**config.mk**
```make
export PLATFORM = sky130hd
export DESIGN_NAME = module_button_debouncer
export DESIGN_NICKNAME = d
export VERILOG_FILES = /design/src/rtl/module_button_pkg.sv /design/src/rtl/module_debounce_channel.sv /design/src/rtl/module_button_debouncer.sv
export SDC_FILE = /design/constraint.sdc
export NUM_CORES = 1
export LEC_CHECK = 0
export CAP_MARGIN = 20
export CORE_MARGIN = 1.5
export CORE_UTILIZATION = 47
export DETAILED_ROUTE_END_ITERATION = 8
export GPL_ROUTABILITY_DRIVEN = 0
export PLACE_DENSITY = 0.67
export SLEW_MARGIN = 15
export SYNTH_ARGS = -nofsm -noshare
export SYNTH_HDL_FRONTEND = slang
export SYNTH_SLANG_ARGS = --single-unit
```
**constraint.sdc**
```tcl
create_clock -name clk -period 2.4 [get_ports clk]
set_input_delay 0.24 -clock clk [delete_from_list [all_inputs] [get_ports clk]]
set_output_delay 0.24 -clock clk [all_outputs]
set_load 0.02 [all_outputs]
```
**src/rtl/module_button_pkg.sv**
```systemverilog
// Shared constants for the push-button conditioning path.
// Synthesis uses the default debounce window; simulation uses the short one.
package module_button_pkg;

  localparam int DEFAULT_DEBOUNCE_CYCLES = 10_000_000;
  localparam int SIM_DEBOUNCE_CYCLES     = 4;
  localparam int SYNC_STAGES             = 2;

endpackage

```
**src/rtl/module_debounce_channel.sv**
```systemverilog
// One button channel: synchroniser, stability counter, stable level register
// and single-cycle press/release pulses generated alongside the level update.
module module_debounce_channel
  import module_button_pkg::*;
#(
  parameter int DEBOUNCE_CYCLES = DEFAULT_DEBOUNCE_CYCLES,
  parameter int CNT_W           = $clog2(DEBOUNCE_CYCLES)
) (
  input  logic clk,
  input  logic rst_n,
  input  logic button_raw,
  output logic level,
  output logic press,
  output logic release_pulse
);

  localparam logic [CNT_W-1:0] CNT_LAST = CNT_W'(DEBOUNCE_CYCLES - 1);
  localparam logic [CNT_W-1:0] CNT_ONE  = CNT_W'(1);
  localparam logic [CNT_W-1:0] CNT_ZERO = CNT_W'(0);

  logic [SYNC_STAGES-1:0] sync_r;
  logic                   synced_s;
  logic [CNT_W-1:0]       cnt_r;
  logic [CNT_W-1:0]       cnt_nxt_s;
  logic                   level_nxt_s;
  logic                   press_nxt_s;
  logic                   release_nxt_s;

  assign synced_s = sync_r[SYNC_STAGES-1];

  // Count consecutive disagreeing cycles; accept the new level on the last one.
  always_comb begin
    cnt_nxt_s     = CNT_ZERO;
    level_nxt_s   = level;
    press_nxt_s   = 1'b0;
    release_nxt_s = 1'b0;
    if (synced_s == level) begin
      cnt_nxt_s = CNT_ZERO;
    end else if (cnt_r != CNT_LAST) begin
      cnt_nxt_s = cnt_r + CNT_ONE;
    end else begin
      cnt_nxt_s     = CNT_ZERO;
      level_nxt_s   = synced_s;
      press_nxt_s   = synced_s;
      release_nxt_s = ~synced_s;
    end
  end

  // State registers; reset discards any in-flight count.
  always_ff @(posedge clk) begin
    if (!rst_n) begin
      sync_r        <= {SYNC_STAGES{1'b0}};
      cnt_r         <= CNT_ZERO;
      level         <= 1'b0;
      press         <= 1'b0;
      release_pulse <= 1'b0;
    end else begin
      sync_r        <= {sync_r[SYNC_STAGES-2:0], button_raw};
      cnt_r         <= cnt_nxt_s;
      level         <= level_nxt_s;
      press         <= press_nxt_s;
      release_pulse <= release_nxt_s;
    end
  end

endmodule

```
**src/rtl/module_button_debouncer.sv**
```systemverilog
// Debounces N_BUTTONS independent push buttons into clean levels for
// module_leds plus one-cycle press/release pulses.
module module_button_debouncer
  import module_button_pkg::*;
#(
  parameter int N_BUTTONS       = 4,
  parameter int DEBOUNCE_CYCLES = DEFAULT_DEBOUNCE_CYCLES
) (
  input  logic                 clk,
  input  logic                 rst_n,
  input  logic [N_BUTTONS-1:0] button_raw_i,
  output logic [N_BUTTONS-1:0] push_button_o,
  output logic [N_BUTTONS-1:0] press_o,
  output logic [N_BUTTONS-1:0] release_o
);

  localparam int CNT_W = $clog2(DEBOUNCE_CYCLES);

  for (genvar i = 0; i < N_BUTTONS; i++) begin : g_chan
    module_debounce_channel #(
      .DEBOUNCE_CYCLES (DEBOUNCE_CYCLES),
      .CNT_W           (CNT_W)
    ) u_chan (
      .clk           (clk),
      .rst_n         (rst_n),
      .button_raw    (button_raw_i[i]),
      .level         (push_button_o[i]),
      .press         (press_o[i]),
      .release_pulse (release_o[i])
    );
  end

endmodule

```
After elaboration in Yosys (flattened, before gate mapping)
Cells that the tools add are included.
{"block": "word_totals", "romBits": 0, "register_bits": 116, "memories": 0, "output_inout_bits": 12, "ram_bits": 0, "wordCells": 57, "latchBits": 0, "input_bits": 6}
{"block": "op_classes", "multipliers": 0, "n_bitwise": 13, "div_mod_pow": 0, "n_eq_ne": 8, "n_lt_le_gt_ge": 0, "n_reduce_logical": 12, "n_shift": 0, "add_sub_neg": 4, "mux": 0}
{"cell": "24-bit by 1-bit adder with 24-bit output, second input constant", "count": 4}
{"cell": "24-bit != test, second input constant", "count": 4}
{"cell": "3-bit OR reduction", "count": 8}
{"cell": "1-bit inverter", "count": 13}
{"cell": "2-bit AND reduction", "count": 4}
{"cell": "1-bit equality test", "count": 4}

Logic depth before layout (Yosys ltp)
Gate-level depths: netlist (run 1).
{"block": "logic_depth", "ltp_word": 3, "ltp_mapped": 7, "depth_no_buf": 5}

By module
A second synthesis (run 1) with hierarchy kept.
{"block": "hier_totals", "cells_unflattened": 596, "area_unflattened_um2": 5310.1}
{"module": "module_debounce_channel", "n_inst": 4, "area_per_inst_um2": 1327.5, "seq_area_each_um2": 580.6, "cells_per_inst": 149}

Worst setup path after synthesis (run 1)
OpenSTA, ideal clock, no wires.
{"block": "synth_path", "path_kind": "register -> register", "from": "register g_chan[3].u_chan.cnt_r[0]", "to": "register g_chan[3].u_chan.cnt_r[2]", "t_arrival_ps": 1855, "t_required_ps": 2272, "synth_period_minus_slack_ps": 1982, "setup_time_ps": 128, "n_path_buf": 2, "path_stages_with_launch": 8, "path_slack_ps": 418, "path_cell_list": "dfxtp_1 -> ha_1 -> and3_1 -> buf_2 -> nand3_1 -> o311ai_1 -> clkbuf_1 -> nor2_1"}
{"block": "synth_between", "elab_chain_len": 3, "word_cells_on_any_way": 4, "classes_between": "1 x add/sub; 1 x eq/ne; 1 x bitwise; 1 x reduce/logical"}
{"element": "start, declared", "line": "module_debounce_channel.sv:23", "rtl": "logic [CNT_W-1:0] cnt_r;"}
{"element": "start signal, assigned", "line": "module_debounce_channel.sv:59", "rtl": "cnt_r <= cnt_nxt_s;"}
{"element": "branches (longest 3 deep; another with 24-bit by 1-bit adder with 24-bit output)"}
Parallel ways; which one is timed is not known.
A chain may end at the register's enable or synchronous reset.

Final worst setup path (run 1)
{"block": "layout_path", "from": "register g_chan[1].u_chan.cnt_r[0]", "to": "register g_chan[1].u_chan.cnt_r[20]"}
{"block": "layout_between", "elab_chain_len": 3, "word_cells_on_any_way": 4, "classes_between": "1 x add/sub; 1 x eq/ne; 1 x bitwise; 1 x reduce/logical"}
{"element": "start, declared", "line": "module_debounce_channel.sv:23"}
{"element": "start signal, assigned", "line": "module_debounce_channel.sv:59"}
{"element": "branches (longest 3 deep; another with 24-bit by 1-bit adder with 24-bit output)"}
Parallel ways; which one is timed is not known.

==> Flow_metrics.wiki, run 1 <==
{| class="wikitable"
! Metric !! Value
|-
| Cts-stage hold buffer count || 0
|-
| Number of endpoints with negative hold slack in the final report || 0
|-
| Worst hold path class || in -> reg
|-
| Maximum buffer depth of the clock tree || 2
|-
| Detailed placement HPWL || 7150 um
|-
| Relative contribution of the clock network to total power || a little over half
|-
| Yosys top cell by area || sky130_fd_sc_hd__dfxtp_1
|-
| RSZ-0062 raised after global routing || false
|-
| Cell-internal power || approximately 3500 uW
|-
| Die W || around 110 um
|-
| Largest net degree at the start of global routing || 25
|-
| Remaining max-slew budget at the tightest pin || 67.1%
|-
| Transition at the pin with the smallest max-transition slack || between 0.4 and 0.5 ns
|-
| Reported max-cap violation count || 0
|-
| TritonCTS clock tree || done
|-
| Number of enable-type register cells in the synthesized netlist || 0
|-
| Run status || complete, no violations
|-
| Data arrival time of the worst path || 2.52 ns
|-
| Remaining routing DRC violations || 0
|-
| Biggest fanout along the worst timing path || 8
|-
| Remaining global-route overflow || 0
|-
| Combined area of all synthesized cells || 5240 um^2
|-
| Number of CTS-inserted buffers || 17
|-
| Count of buffers from port buffering || 17
|-
| Detail-routed via count per cell || 5.72
|-
| Combinational cell fraction of total power || 1.0%
|-
| Average wire per cell in the routed design || between 10 and 15 um
|-
| PostCTS Resize Cnt || 0
|-
| Path type of the worst setup path || reg -> reg
|-
| Antenna violations before repair || 0
|-
| Boundary pin count || 18
|-
| Fraction of synthesis flops using an asynchronous set or reset pin || 0%
|-
| Vert. Die Dim || 109 um
|-
| Critical path depth || 5
|-
| Final setup skew || 0.00550 ns
|-
| Period minus WS final || roughly 2.1 ns
|-
| Floorplan die area || ~12000 um^2
|-
| Area Overhead vs Synth || 14.6%
|-
| Post-Syn Nets || 612
|-
| Number of diodes || 0
|-
| Max Freq || roughly 0.48 GHz
|-
| Post-CTS setup-driven buffer insertion count || 0
|-
| Count of standard-cell rows || 38
|-
| Per-instance average area after synthesis || 8.70 um^2
|-
| Synth top area cells || sky130_fd_sc_hd__dfxtp_1 44%, sky130_fd_sc_hd__xor2_1 4.7%, sky130_fd_sc_hd__nor2_1 4.5%, sky130_fd_sc_hd__nand3_1 4.0%, sky130_fd_sc_hd__xnor2_1 4.0%
|-
| Slowest cell on crit path || sky130_fd_sc_hd__or4_1
|-
| Total power per unit cell area || 730 nW/um^2
|-
| Aggregate routed wire length || 10600 um
|-
| Critical Path Start || g_chan[1].u_chan.cnt_r[0]
|-
| Share of synthesized area occupied by flip-flops and latches || 44.4%
|-
| Post-route antenna net violation count || 0
|-
| Count of mapped cells out of synthesis || 602
|-
| Ranking of synthesized cells by instance count || 116 x sky130_fd_sc_hd__dfxtp_1, 63 x sky130_fd_sc_hd__nor2_1, 42 x sky130_fd_sc_hd__nand3_1
|-
| Largest stage delay on the critical path || 0.67 ns
|-
| Required time of the critical path || 2.83 ns
|-
| Clock-pin slew on the worst setup and hold paths || 0.06 ns
|-
| Synthesized flop and latch total || 116
|-
| Pleak || 0.00179 uW
|-
| Proportion of netlist area held by the largest area contributor || between 40% and 50%
|-
| Cell at the root of the clock tree || sky130_fd_sc_hd__clkbuf_8
|-
| Critical path startpoint category || register
|-
| Main synth FF type || sky130_fd_sc_hd__dfxtp_1
|-
| Destination of the worst register-to-register timing path || g_chan[1].u_chan.cnt_r[20]
|-
| Peak ir drop on the vdd network || 545 uV
|-
| Total of endpoints with negative setup slack in the final report || 0
|-
| Via count of the first global-routing pass || 4167
|-
| RR Startpoint || g_chan[1].u_chan.cnt_r[0]
|-
| Via count of the routed design || ~4400
|-
| Total Routing Usage GR || about a fifth
|-
| Fraction of power spent switching nets || 20.2%
|-
| Cells along the critical path || ha_1, nand4_1, or4_1, or4_1, o31ai_1
|-
| Final worst-path cycle share || 87.1%
|-
| Most common cell type on the critical path || sky130_fd_sc_hd__or4_1
|-
| Sum Neg Setup Slack || 0 ns
|-
| Kind of end point of the critical path || register
|-
| Setup slack on the worst flop-to-flop path || between 0.3 and 0.4 ns
|-
| Core region area || 10800 um^2
|-
| H-tree depth || 4
|-
| Count of warnings emitted by yosys || 0
|-
| Critical path's top delay family || simple AND/OR/NAND/NOR gates
|-
| Share of power burned in registers || between 40% and 50%
|-
| Max Slew Vio Count || 0
|-
| Number of detailed-route iterations in the first pass || 4
|-
| TritonCTS Sinks || 116
|-
| Worst Path Buf+Inv || 0
|-
| Final std cells w/o fill || around 760
|-
| Initial detailed-routing violation count || 268
|-
| Fraction of layout cells with a size suffix above 1 || between 7 and 8%
|-
| Destination of the critical timing path || g_chan[1].u_chan.cnt_r[20]
|-
| Count leader, synth || sky130_fd_sc_hd__dfxtp_1
|-
| Global-route wire length before repair || 18500 um
|-
| Switching pwr || 884 uW
|-
| Distinct cell type count of the synthesized netlist || 42
|-
| Post-layout nets || approximately 620
|-
| Insertion delay to the later sink of the worst-skew pair || 0.52 ns
|-
| Number of cells on the worst reg-to-reg path || 5
|-
| Cell count after placement || 730
|-
| Initial standard-cell utilization of the core || 48.3%
|}
==> power groups by stage <==
stage	registers (uW)	clock network (uW)	logic, uW
global route	1940	2540	47.9
global placement	1980	0	42.7
detailed placement	1980	0	44.0
CTS	1940	2440	44.1
floorplan	1980	0	26.2
finish	1940	2400	43.4
==> cells in the final DEF (no fill, tap or decap), types with 5 or more instances in the layout <==
| master | count |
|---|---|
| sky130_fd_sc_hd__nand2_1 | 31 |
| sky130_fd_sc_hd__nor4_1 | 18 |
| sky130_fd_sc_hd__inv_1 | 20 |
| sky130_fd_sc_hd__nand3_1 | 42 |
| sky130_fd_sc_hd__nor3_1 | 8 |
| sky130_fd_sc_hd__clkinv_2 | 6 |
| sky130_fd_sc_hd__nand4_1 | 27 |
| sky130_fd_sc_hd__o31ai_1 | 23 |
| sky130_fd_sc_hd__nor4b_1 | 5 |
| sky130_fd_sc_hd__and2_1 | 17 |
| sky130_fd_sc_hd__o21ai_0 | 17 |
| sky130_fd_sc_hd__or4_1 | 27 |
| sky130_fd_sc_hd__xor2_1 | 28 |
| sky130_fd_sc_hd__xnor2_1 | 24 |
| sky130_fd_sc_hd__dfxtp_1 | 116 |
| sky130_fd_sc_hd__and4_1 | 11 |
| sky130_fd_sc_hd__clkdlybuf4s50_1 | 17 |
| sky130_fd_sc_hd__a21oi_1 | 40 |
| sky130_fd_sc_hd__nor2_1 | 63 |
| sky130_fd_sc_hd__clkbuf_16 | 16 |
| sky130_fd_sc_hd__or3_1 | 16 |
| sky130_fd_sc_hd__and3_1 | 6 |
==> metrics by stage <==
step                      power (uW)  setup WS, ns  util, %  area (um^2)  hold slack [ns]
after floorplan                 2010         0.418        -         5240            0.367
after global placement          2020         0.404     50.1         5430            0.415
after detailed placement        2030         0.352     50.1         5430            0.420
after CTS                       4430         0.339     55.4         6000            0.316
after global routing            4530         0.210     55.4         6000            0.311
final                           4380         0.310     55.4         6000            0.328
==> registers in the layout, summed over array words and instances, names as in the netlist <==
register and cells:
g_chan.u_chan.sync_r 8, g_chan.u_chan.cnt_r 96, g_chan.u_chan.press 4, g_chan.u_chan.release_pulse 4
g_chan.u_chan.level 4
==> area by class of cell <==
type | count | area [um^2]
timing repair buffer | 21 | 200
clock buffer | 22 | 463
fill | 975 | 4840
clock inverter | 10 | 105
multi-input combinational | 433 | 2660
inverter | 20 | 75.1
sequential | 116 | 2320
tap | 140 | 175
==> metal layers <==
layer	share of wire, %	vias up	global-route usage (%)
met5	0	-	0
met4	1.5	0	8.93
met3	3.4	17	5.97
met2	48	50	32.0
met1	47	2094	24.2
li1	-	2199	-
==> logic make-up (layout without fill, tap and decap cells) <==
logic type               after synthesis  in the layout  synth area share, %
flip-flops                           116            116                 44.4
buffers and inverters                 53             73                 4.97
AO/OA/AOI/OAI                         89             89                 10.2
adder cells (fa/ha/maj)                4              4                0.956
XOR/XNOR                              52             52                 8.70
multiplexers                           1              1                0.191
AND/OR/NAND/NOR                      287            287                 30.6
==> worst min path at each step <==
stage / from / endpoint / slack (ns) / depth (start not counted)
after global placement: g_chan[3].u_chan.sync_r[0] / g_chan[3].u_chan.sync_r[1] / 0.42 / 1
after detailed placement: g_chan[1].u_chan.sync_r[0] / g_chan[1].u_chan.sync_r[1] / 0.42 / 1
final: button_raw_i[2] / g_chan[2].u_chan.sync_r[0] / 0.33 / 2
after floorplan: button_raw_i[0] / g_chan[0].u_chan.sync_r[0] / 0.37 / 1
after CTS: button_raw_i[2] / g_chan[2].u_chan.sync_r[0] / 0.32 / 2
after global routing: button_raw_i[2] / g_chan[2].u_chan.sync_r[0] / 0.31 / 2
Power figures use the tool's default switching activity.
==> run 2: changes to the inputs <==
--- a/config.mk
+++ b/config.mk
@@ -8,6 +8,7 @@
 export CAP_MARGIN = 20
 export CORE_MARGIN = 1.5
 export CORE_UTILIZATION = 47
+export CTS_BUF_LIST = sky130_fd_sc_hd__clkbuf_2
 export DETAILED_ROUTE_END_ITERATION = 8
 export GPL_ROUTABILITY_DRIVEN = 0
 export PLACE_DENSITY = 0.67
==> run 2 against run 1 <==
Effect of this change: critical path depth is the same; critical endpoint unchanged; wire length decreased by 3.3%; sequential power hardly changed.
==> Flow_metrics.wiki, run 2 (synthesis gave the netlist of run 1 again) <==
{| class="wikitable"
! Metric !! Value
|-
| Max Freq || 0.472 GHz (-1.3%)
|-
| Area used by multi-input combinational logic || 2660 um^2 (unchanged)
|-
| Aggregate routed wire length || 10300 um (-3.3%)
|-
| Worst hold path class || in -> reg
|-
| Peak ir drop on the vdd network || 389 uV (-29%)
|-
| Setup slack on the worst flop-to-flop path || 0.28 ns (-0.03 ns)
|-
| Total of fill cells in the finished design || 1019 (+4.5%)
|-
| Data arrival time of the worst path || 2.68 ns (+0.16 ns)
|-
| RSZ-0062 raised after global routing || false
|-
| Highest metal layer with signal wires || met4
|-
| Reg area || 2320 um^2 (unchanged)
|-
| Cts-stage hold buffer count || 0 (unchanged)
|-
| Clock-pin slew on the worst setup and hold paths || 0.17 ns (+0.11 ns)
|-
| TritonCTS clock tree || done
|-
| Number of detailed-route iterations in the first pass || 4 (unchanged)
|-
| Total of endpoints with negative setup slack in the final report || 0 (unchanged)
|-
| RR Startpoint || g_chan[1].u_chan.cnt_r[0]
|-
| Largest stage delay on the critical path || 0.67 ns (about the same)
|-
| Final std cells w/o fill || 762 (unchanged)
|-
| Vert. Die Dim || 109 um (unchanged)
|-
| WL met1 || 4960 um (-0.54%)
|-
| Remaining global-route overflow || 0 (unchanged)
|-
| Count of standard-cell rows || 38 (unchanged)
|-
| Number of endpoints with negative hold slack in the final report || 0 (unchanged)
|-
| Slowest cell on crit path || sky130_fd_sc_hd__or4_1
|-
| Sum Neg Setup Slack || 0 ns (unchanged)
|-
| Area Overhead vs Synth || 7.82%
|-
| Average wire per cell in the routed design || 13.5 um (-3.3%)
|-
| Final setup skew || 0.0167 ns (+0.0112 ns)
|-
| PostCTS Resize Cnt || 0 (unchanged)
|-
| Relative contribution of the clock network to total power || 37.0% (-18 points)
|-
| Worst slack on hold paths || 0.187 ns (-0.141 ns)
|-
| Remaining max-slew budget at the tightest pin || 66.9% (-0.21 points)
|-
| Detailed placement HPWL || 7150 um (unchanged)
|-
| Switching pwr || 733 uW (-17%)
|-
| Die W || 109 um (unchanged)
|-
| Worst Path Buf+Inv || 0 (unchanged)
|-
| Post-layout nets || 619 (unchanged)
|-
| Maximum buffer depth of the clock tree || 2 (unchanged)
|-
| Pleak || 0.00165 uW (-8.1%)
|-
| Required time of the critical path || 2.97 ns (+0.14 ns)
|-
| Critical path startpoint category || register
|-
| Fraction of power spent switching nets || 23.3% (+3.1 points)
|-
| Largest registers ranked by flip-flop count || g_chan.u_chan.cnt_r (96), g_chan.u_chan.sync_r (8)
|-
| Biggest fanout along the worst timing path || 8 (unchanged)
|-
| Highest-count cells in the layout ignoring fill and taps || 116 x sky130_fd_sc_hd__dfxtp_1, 63 x sky130_fd_sc_hd__nor2_1, 42 x sky130_fd_sc_hd__nand3_1, 40 x sky130_fd_sc_hd__a21oi_1, 31 x sky130_fd_sc_hd__nand2_1
|-
| Flip-flop count of the largest register, all copies and words added || 96 (unchanged)
|-
| Kind of end point of the critical path || register
|-
| Register with the most flip-flops || g_chan.u_chan.cnt_r
|-
| Antenna violations before repair || 0 (unchanged)
|-
| Total Routing Usage GR || 19.1% (-0.65 points)
|-
| Global-route wire length before repair || 18100 um (-2.5%)
|-
| Cell at the root of the clock tree || sky130_fd_sc_hd__clkbuf_2
|-
| Final worst-path cycle share || 88.2% (+1.1 points)
|-
| Critical path's top delay family || simple AND/OR/NAND/NOR gates
|-
| Sum of met2 wire segment lengths after detailed routing || 4830 um (-5.2%)
|-
| Run status || complete, no violations
|-
| Max Slew Vio Count || 0 (unchanged)
|-
| Count of buffers from port buffering || 17 (unchanged)
|-
| Reported max-cap violation count || 0 (unchanged)
|-
| Transition at the pin with the smallest max-transition slack || 0.496 ns (+0.00998 ns)
|-
| H-tree depth || 4 (unchanged)
|-
| Remaining routing DRC violations || 0 (unchanged)
|-
| Via count of the first global-routing pass || 4087 (-1.9%)
|-
| Via count of the routed design || 4338 (-0.50%)
|-
| Fraction of layout cells with a size suffix above 1 || 7.56% (-0.16 points)
|-
| Number of cells on the worst reg-to-reg path || 5 (unchanged)
|-
| Period minus WS final || 2.12 ns (+0.0269 ns)
|-
| Most common cell type on the critical path || sky130_fd_sc_hd__or4_1
|-
| Detail-routed via count per cell || 5.69 (-0.50%)
|-
| Path type of the worst setup path || reg -> reg
|-
| Insertion delay to the later sink of the worst-skew pair || 0.65 ns (+0.13 ns)
|-
| Core region area || 10800 um^2 (unchanged)
|-
| Number of diodes || 0 (unchanged)
|-
| Total power per unit cell area || 558 nW/um^2 (-24%)
|-
| Destination of the worst register-to-register timing path || g_chan[1].u_chan.cnt_r[20]
|-
| Boundary pin count || 18 (unchanged)
|-
| Cell count after placement || 730 (unchanged)
|-
| Share of power burned in registers || 61.6% (+17 points)
|-
| Met3 routed wirelength || 321 um (-12%)
|-
| Most frequent standard cell in the layout excluding fill and tap cells || sky130_fd_sc_hd__dfxtp_1
|-
| Floorplan die area || 11800 um^2 (unchanged)
|-
| Destination of the critical timing path || g_chan[1].u_chan.cnt_r[20]
|-
| Cell-internal power || 2420 uW (-31%)
|-
| Post-route antenna net violation count || 0 (unchanged)
|-
| Largest net degree at the start of global routing || 25 (unchanged)
|-
| Cells along the critical path || ha_1, nand4_1, or4_1, or4_1, o31ai_1
|-
| Initial detailed-routing violation count || 300 (+12%)
|-
| Combinational cell fraction of total power || 1.4% (+0.4 points)
|-
| TritonCTS Sinks || 116 (unchanged)
|-
| Critical path depth || 5 (unchanged)
|-
| Number of CTS-inserted buffers || 17 (unchanged)
|-
| Initial standard-cell utilization of the core || 48.3% (unchanged)
|-
| Critical Path Start || g_chan[1].u_chan.cnt_r[0]
|-
| Post-CTS setup-driven buffer insertion count || 0 (unchanged)
|}
run 2: changes by cell type in the layout (fill, tap and decap cells not counted):
cell                        delta
sky130_fd_sc_hd__clkbuf_16    -16
sky130_fd_sc_hd__clkinv_1      +3
sky130_fd_sc_hd__clkbuf_2     +19
sky130_fd_sc_hd__clkbuf_1      -2
sky130_fd_sc_hd__clkbuf_8      -4
run 2: metrics by stage:
stage	utilization [%]	instance area [um^2]	setup slack, ns	total power (uW)
final	52.1	5640	0.283	3150
after global routing	52.1	5640	0.171	3300
after CTS	52.1	5640	0.305	3200
after detailed placement	50.1	5430	0.352	2030
after global placement	50.1	5430	0.404	2020
after floorplan	-	5240	0.418	2010
run 2: worst min-delay path by stage:
stage                                           from                          to  slack [ns]  cells after the start
after detailed placement  g_chan[1].u_chan.sync_r[0]  g_chan[1].u_chan.sync_r[1]        0.42                      1
after global placement    g_chan[3].u_chan.sync_r[0]  g_chan[3].u_chan.sync_r[1]        0.42                      1
after floorplan                      button_raw_i[0]  g_chan[0].u_chan.sync_r[0]        0.37                      1
after global routing                 button_raw_i[2]  g_chan[2].u_chan.sync_r[0]        0.09                      2
after CTS                            button_raw_i[2]  g_chan[2].u_chan.sync_r[0]        0.13                      2
final                                button_raw_i[2]  g_chan[2].u_chan.sync_r[0]        0.19                      2
run 2: layout make-up:
class / instances / share of cell area, %
multi-input cells: 433 / 47.1
flip-flops and latches: 116 / 41.1
repair buffers: 21 / 3.55
well taps: 140 / 3.10
clock inverters: 13 / 2.06
clock buffers: 19 / 1.68
inverters: 20 / 1.33
run 2: worst reg2reg max path, stage by stage (launching register included):
cell and delay [ns]:
sky130_fd_sc_hd__dfxtp_1 0.41, sky130_fd_sc_hd__ha_1 0.24, sky130_fd_sc_hd__nand4_1 0.14, sky130_fd_sc_hd__or4_1 0.67, sky130_fd_sc_hd__or4_1 0.51, sky130_fd_sc_hd__o31ai_1 0.08
run 2: routing by layer:
layer,up-vias,GRT usage [%]
met1,2068,23.8
met3,16,5.55
met4,0,7.61
li1,2206,-
met2,48,31.1
met5,-,0
run 2: power groups by stage:
stage          sequential, uW  clock (uW)  combinational, uW
6_report                 1940        1160               43.3
5_1_grt                  1940        1300               48.0
4_1_cts                  1940        1210               44.1
3_5_place_dp             1980           0               44.0
3_3_place_gp             1980           0               42.7
2_1_floorplan            1980           0               26.2
==> run 3: changes to the inputs <==
--- a/config.mk
+++ b/config.mk
@@ -5,7 +5,7 @@
 export SDC_FILE = /design/constraint.sdc
 export NUM_CORES = 1
 export LEC_CHECK = 0
-export CAP_MARGIN = 20
+export CAP_MARGIN = 15
 export CORE_MARGIN = 1.5
 export CORE_UTILIZATION = 47
 export CTS_BUF_LIST = sky130_fd_sc_hd__clkbuf_2
==> results of run 3 <==
Final layout, timing and power as in run 2 (identical DEF).
==> edit: new RTL, config.mk and constraints of run 2 <==
Add an input register stage for `button_raw_i`, without a reset; this delays it by one clock.
--- a/src/rtl/module_button_debouncer.sv
+++ b/src/rtl/module_button_debouncer.sv
@@ -16,6 +16,12 @@
 
   localparam int CNT_W = $clog2(DEBOUNCE_CYCLES);
 
+  logic [N_BUTTONS-1:0] button_raw_q;
+
+  always_ff @(posedge clk) begin
+      button_raw_q <= button_raw_i;
+  end
+
   for (genvar i = 0; i < N_BUTTONS; i++) begin : g_chan
     module_debounce_channel #(
       .DEBOUNCE_CYCLES (DEBOUNCE_CYCLES),
@@ -23,7 +29,7 @@
     ) u_chan (
       .clk           (clk),
       .rst_n         (rst_n),
-      .button_raw    (button_raw_i[i]),
+      .button_raw    (button_raw_q[i]),
       .level         (push_button_o[i]),
       .press         (press_o[i]),
       .release_pulse (release_o[i])
Function: no difference found for any inputs over 10 cycles, from zero or initial values and one cycle with rst_n low; that may be too few to reach the edited logic, so the function may still have changed.
==> edit against run 2 <==
- setup slack worse by 87 ps
- critical path depth unchanged
- routed wire length down 2.2%
- design area up 4.1%
- clock skew up 16 ps
- area after synthesis up 0.48%
- sequential cell count up 4
- power up 17%
- critical endpoint unchanged
==> edit: results (changes against run 2) <==
* Fin nets at 629 (+1.6%)
* Commonest cells in the netlist: dfxtp_1, nor2_1, a21oi_1, nand3_1, nand2_1
* Htree depth at 4 (unchanged)
* Headroom to the max-slew limit at 65.18% (-1.7 points)
* Vias at 4295 (-0.99%)
* Critical Path Fanout Max at 10 (+2)
* Top Registers: g_chan.u_chan.cnt_r (96), g_chan.u_chan.sync_r (8)
* Clk buf depth at 2 (unchanged)
* Post-synthesis sequential area ratio at 45.67% (+1.3 points)
* Largest net degree at the start of global routing at 25 (unchanged)
* Distinct cell type count after synthesis at 39 (-7.1%)
* Post-synthesis net count at 610 (-0.33%)
* IO Port Bufs at 17 (unchanged)
* Layout cells sized above 1 at 8.228% (+0.67 points)
* Root Buffer: clkbuf_2
* Status: completed
* Max Slew Vio Count at 0 (unchanged)
* Critical Path Start: g_chan[1].u_chan.cnt_r[0]
* CTS clock-pin slew for the worst setup and hold paths at 170 ps (about the same)
* Clk Latency, worst-skew pair at 660 ps
* Antenna fix cells at 0 (unchanged)
* First-pass DRT Iterations at 5 (+1)
* Post-DP HPWL at 6992 um (-2.2%)
* Initial antenna violation count at 0 (unchanged)
* Gr usage total at 18.73% (-0.41 points)
* Pleak at 1.725 nW (+4.8%)
* Hold WC Path Type: register to register
* Initial drt markers at 106 (-65%)
* First-pass GRT wire length at 17570 um (-2.8%)
* Synth Warn # at 0 (unchanged)
* Critical path data arrival time at 2790 ps (+110 ps)
* Ys async rst share at 0% (unchanged)
* Peak supply drop at 479.5 uV (+23%)
* Main flop type after synthesis: dfxtp_1
* Hold Startpoint: g_chan[0].u_chan.sync_r[0]
* Total CTS buffers at 17 (unchanged)
* Top post-synthesis cells by area: dfxtp_1, xnor2_1, or4_1
* Number of global-route vias before repair at 4019 (-1.7%)
* Fin Clk Skew at 32.96 ps (+16.30 ps)
* Drt total wl at 10030 um (-2.2%)
edit: changes by cell type after synthesis, sizes merged, moves of 5 or more:
| cell | run 2 | this run |
|---|---|---|
| and4 | 11 | 6 |
| xor2 | 28 | 17 |
| o21ai | 17 | 24 |
| nor4 | 18 | 12 |
| nor2 | 63 | 58 |
| or4 | 27 | 32 |
| nand4 | 27 | 17 |
| xnor2 | 24 | 33 |
| and2 | 17 | 12 |
| nor3 | 8 | 16 |
| a21oi | 40 | 45 |
| and3 | 8 | 13 |
edit: cell families after synthesis:
kind of cell	count (synthesis)	share of synthesized area (%)
simple gates	279	29.83
flops	120	45.67
compound gates	96	10.51
buf+inv	51	4.710
xor+xnor	50	8.325
fa+ha+maj	4	0.9515
edit: layout make-up:
| type | instances | area (um^2) |
|---|---|---|
| clock buffers | 17 | 85.08 |
| clock inverters | 15 | 231.5 |
| fillers | 1009 | 5014 |
| inverters | 20 | 75.07 |
| multi-input cells | 429 | 2619 |
| flip-flops and latches | 120 | 2404 |
| well taps | 140 | 175.2 |
| repair buffers | 31 | 285.3 |
edit: report_power, final:
group,internal (mW),switching [mW],total [mW]
clock network,0.880,0.751,1.63
registers,2.01,0.00676,2.01
logic,0.0218,0.0252,0.0470
edit: worst paths after layout:
| check | endpoint | slack [ps] | cells after the start |
|---|---|---|---|
| max | g_chan[1].u_chan.cnt_r[20] | 200 | 5 |
| min | g_chan[0].u_chan.sync_r[1] | 460 | 1 |
| max reg2reg | g_chan[1].u_chan.cnt_r[20] | 200 | 5 |
| min reg2reg | g_chan[0].u_chan.sync_r[1] | 460 | 1 |
edit: what timing repair did:
action                                 in CTS  in global routing
hold buffers                                4                  0
resized for setup                           0                  2
setup buffers                               0                  0
setup endpoints to repair                   0                  3
endpoints found under the hold margin       4                  0
edit: per-layer routing:
metal	global-route usage [%]	part of all wire [%]	up-vias
met5	0	0	-
met4	8.271	1.8	0
met3	6.097	3.5	17
met2	29.96	46	57
met1	23.03	48	2003
li1	-	-	2218
edit: worst max-delay path, cell delays in order, from the launching register on:
cell     delay (ps)
dfxtp_1         420
ha_1            250
nand3_1         140
or4_1           680
or4_1           510
a21oi_1         150
edit: per-stage QoR:
step / util (%) / cells / cell area, um^2 / setup WS (ps) / hold WS, ps
6_report: 53.95 / 772 / 5874 / 195.4 / 458.1
5_1_grt: 53.95 / 772 / 5874 / 38.76 / 440.9
4_1_cts: 53.91 / 772 / 5869 / 60.12 / 463.8
3_5_place_dp: 50.63 / 736 / 5513 / 134.6 / 421.9
3_3_place_gp: 50.63 / 736 / 5513 / 214.6 / 418.4
2_1_floorplan: - / 600 / 5260 / 332.5 / 267.7
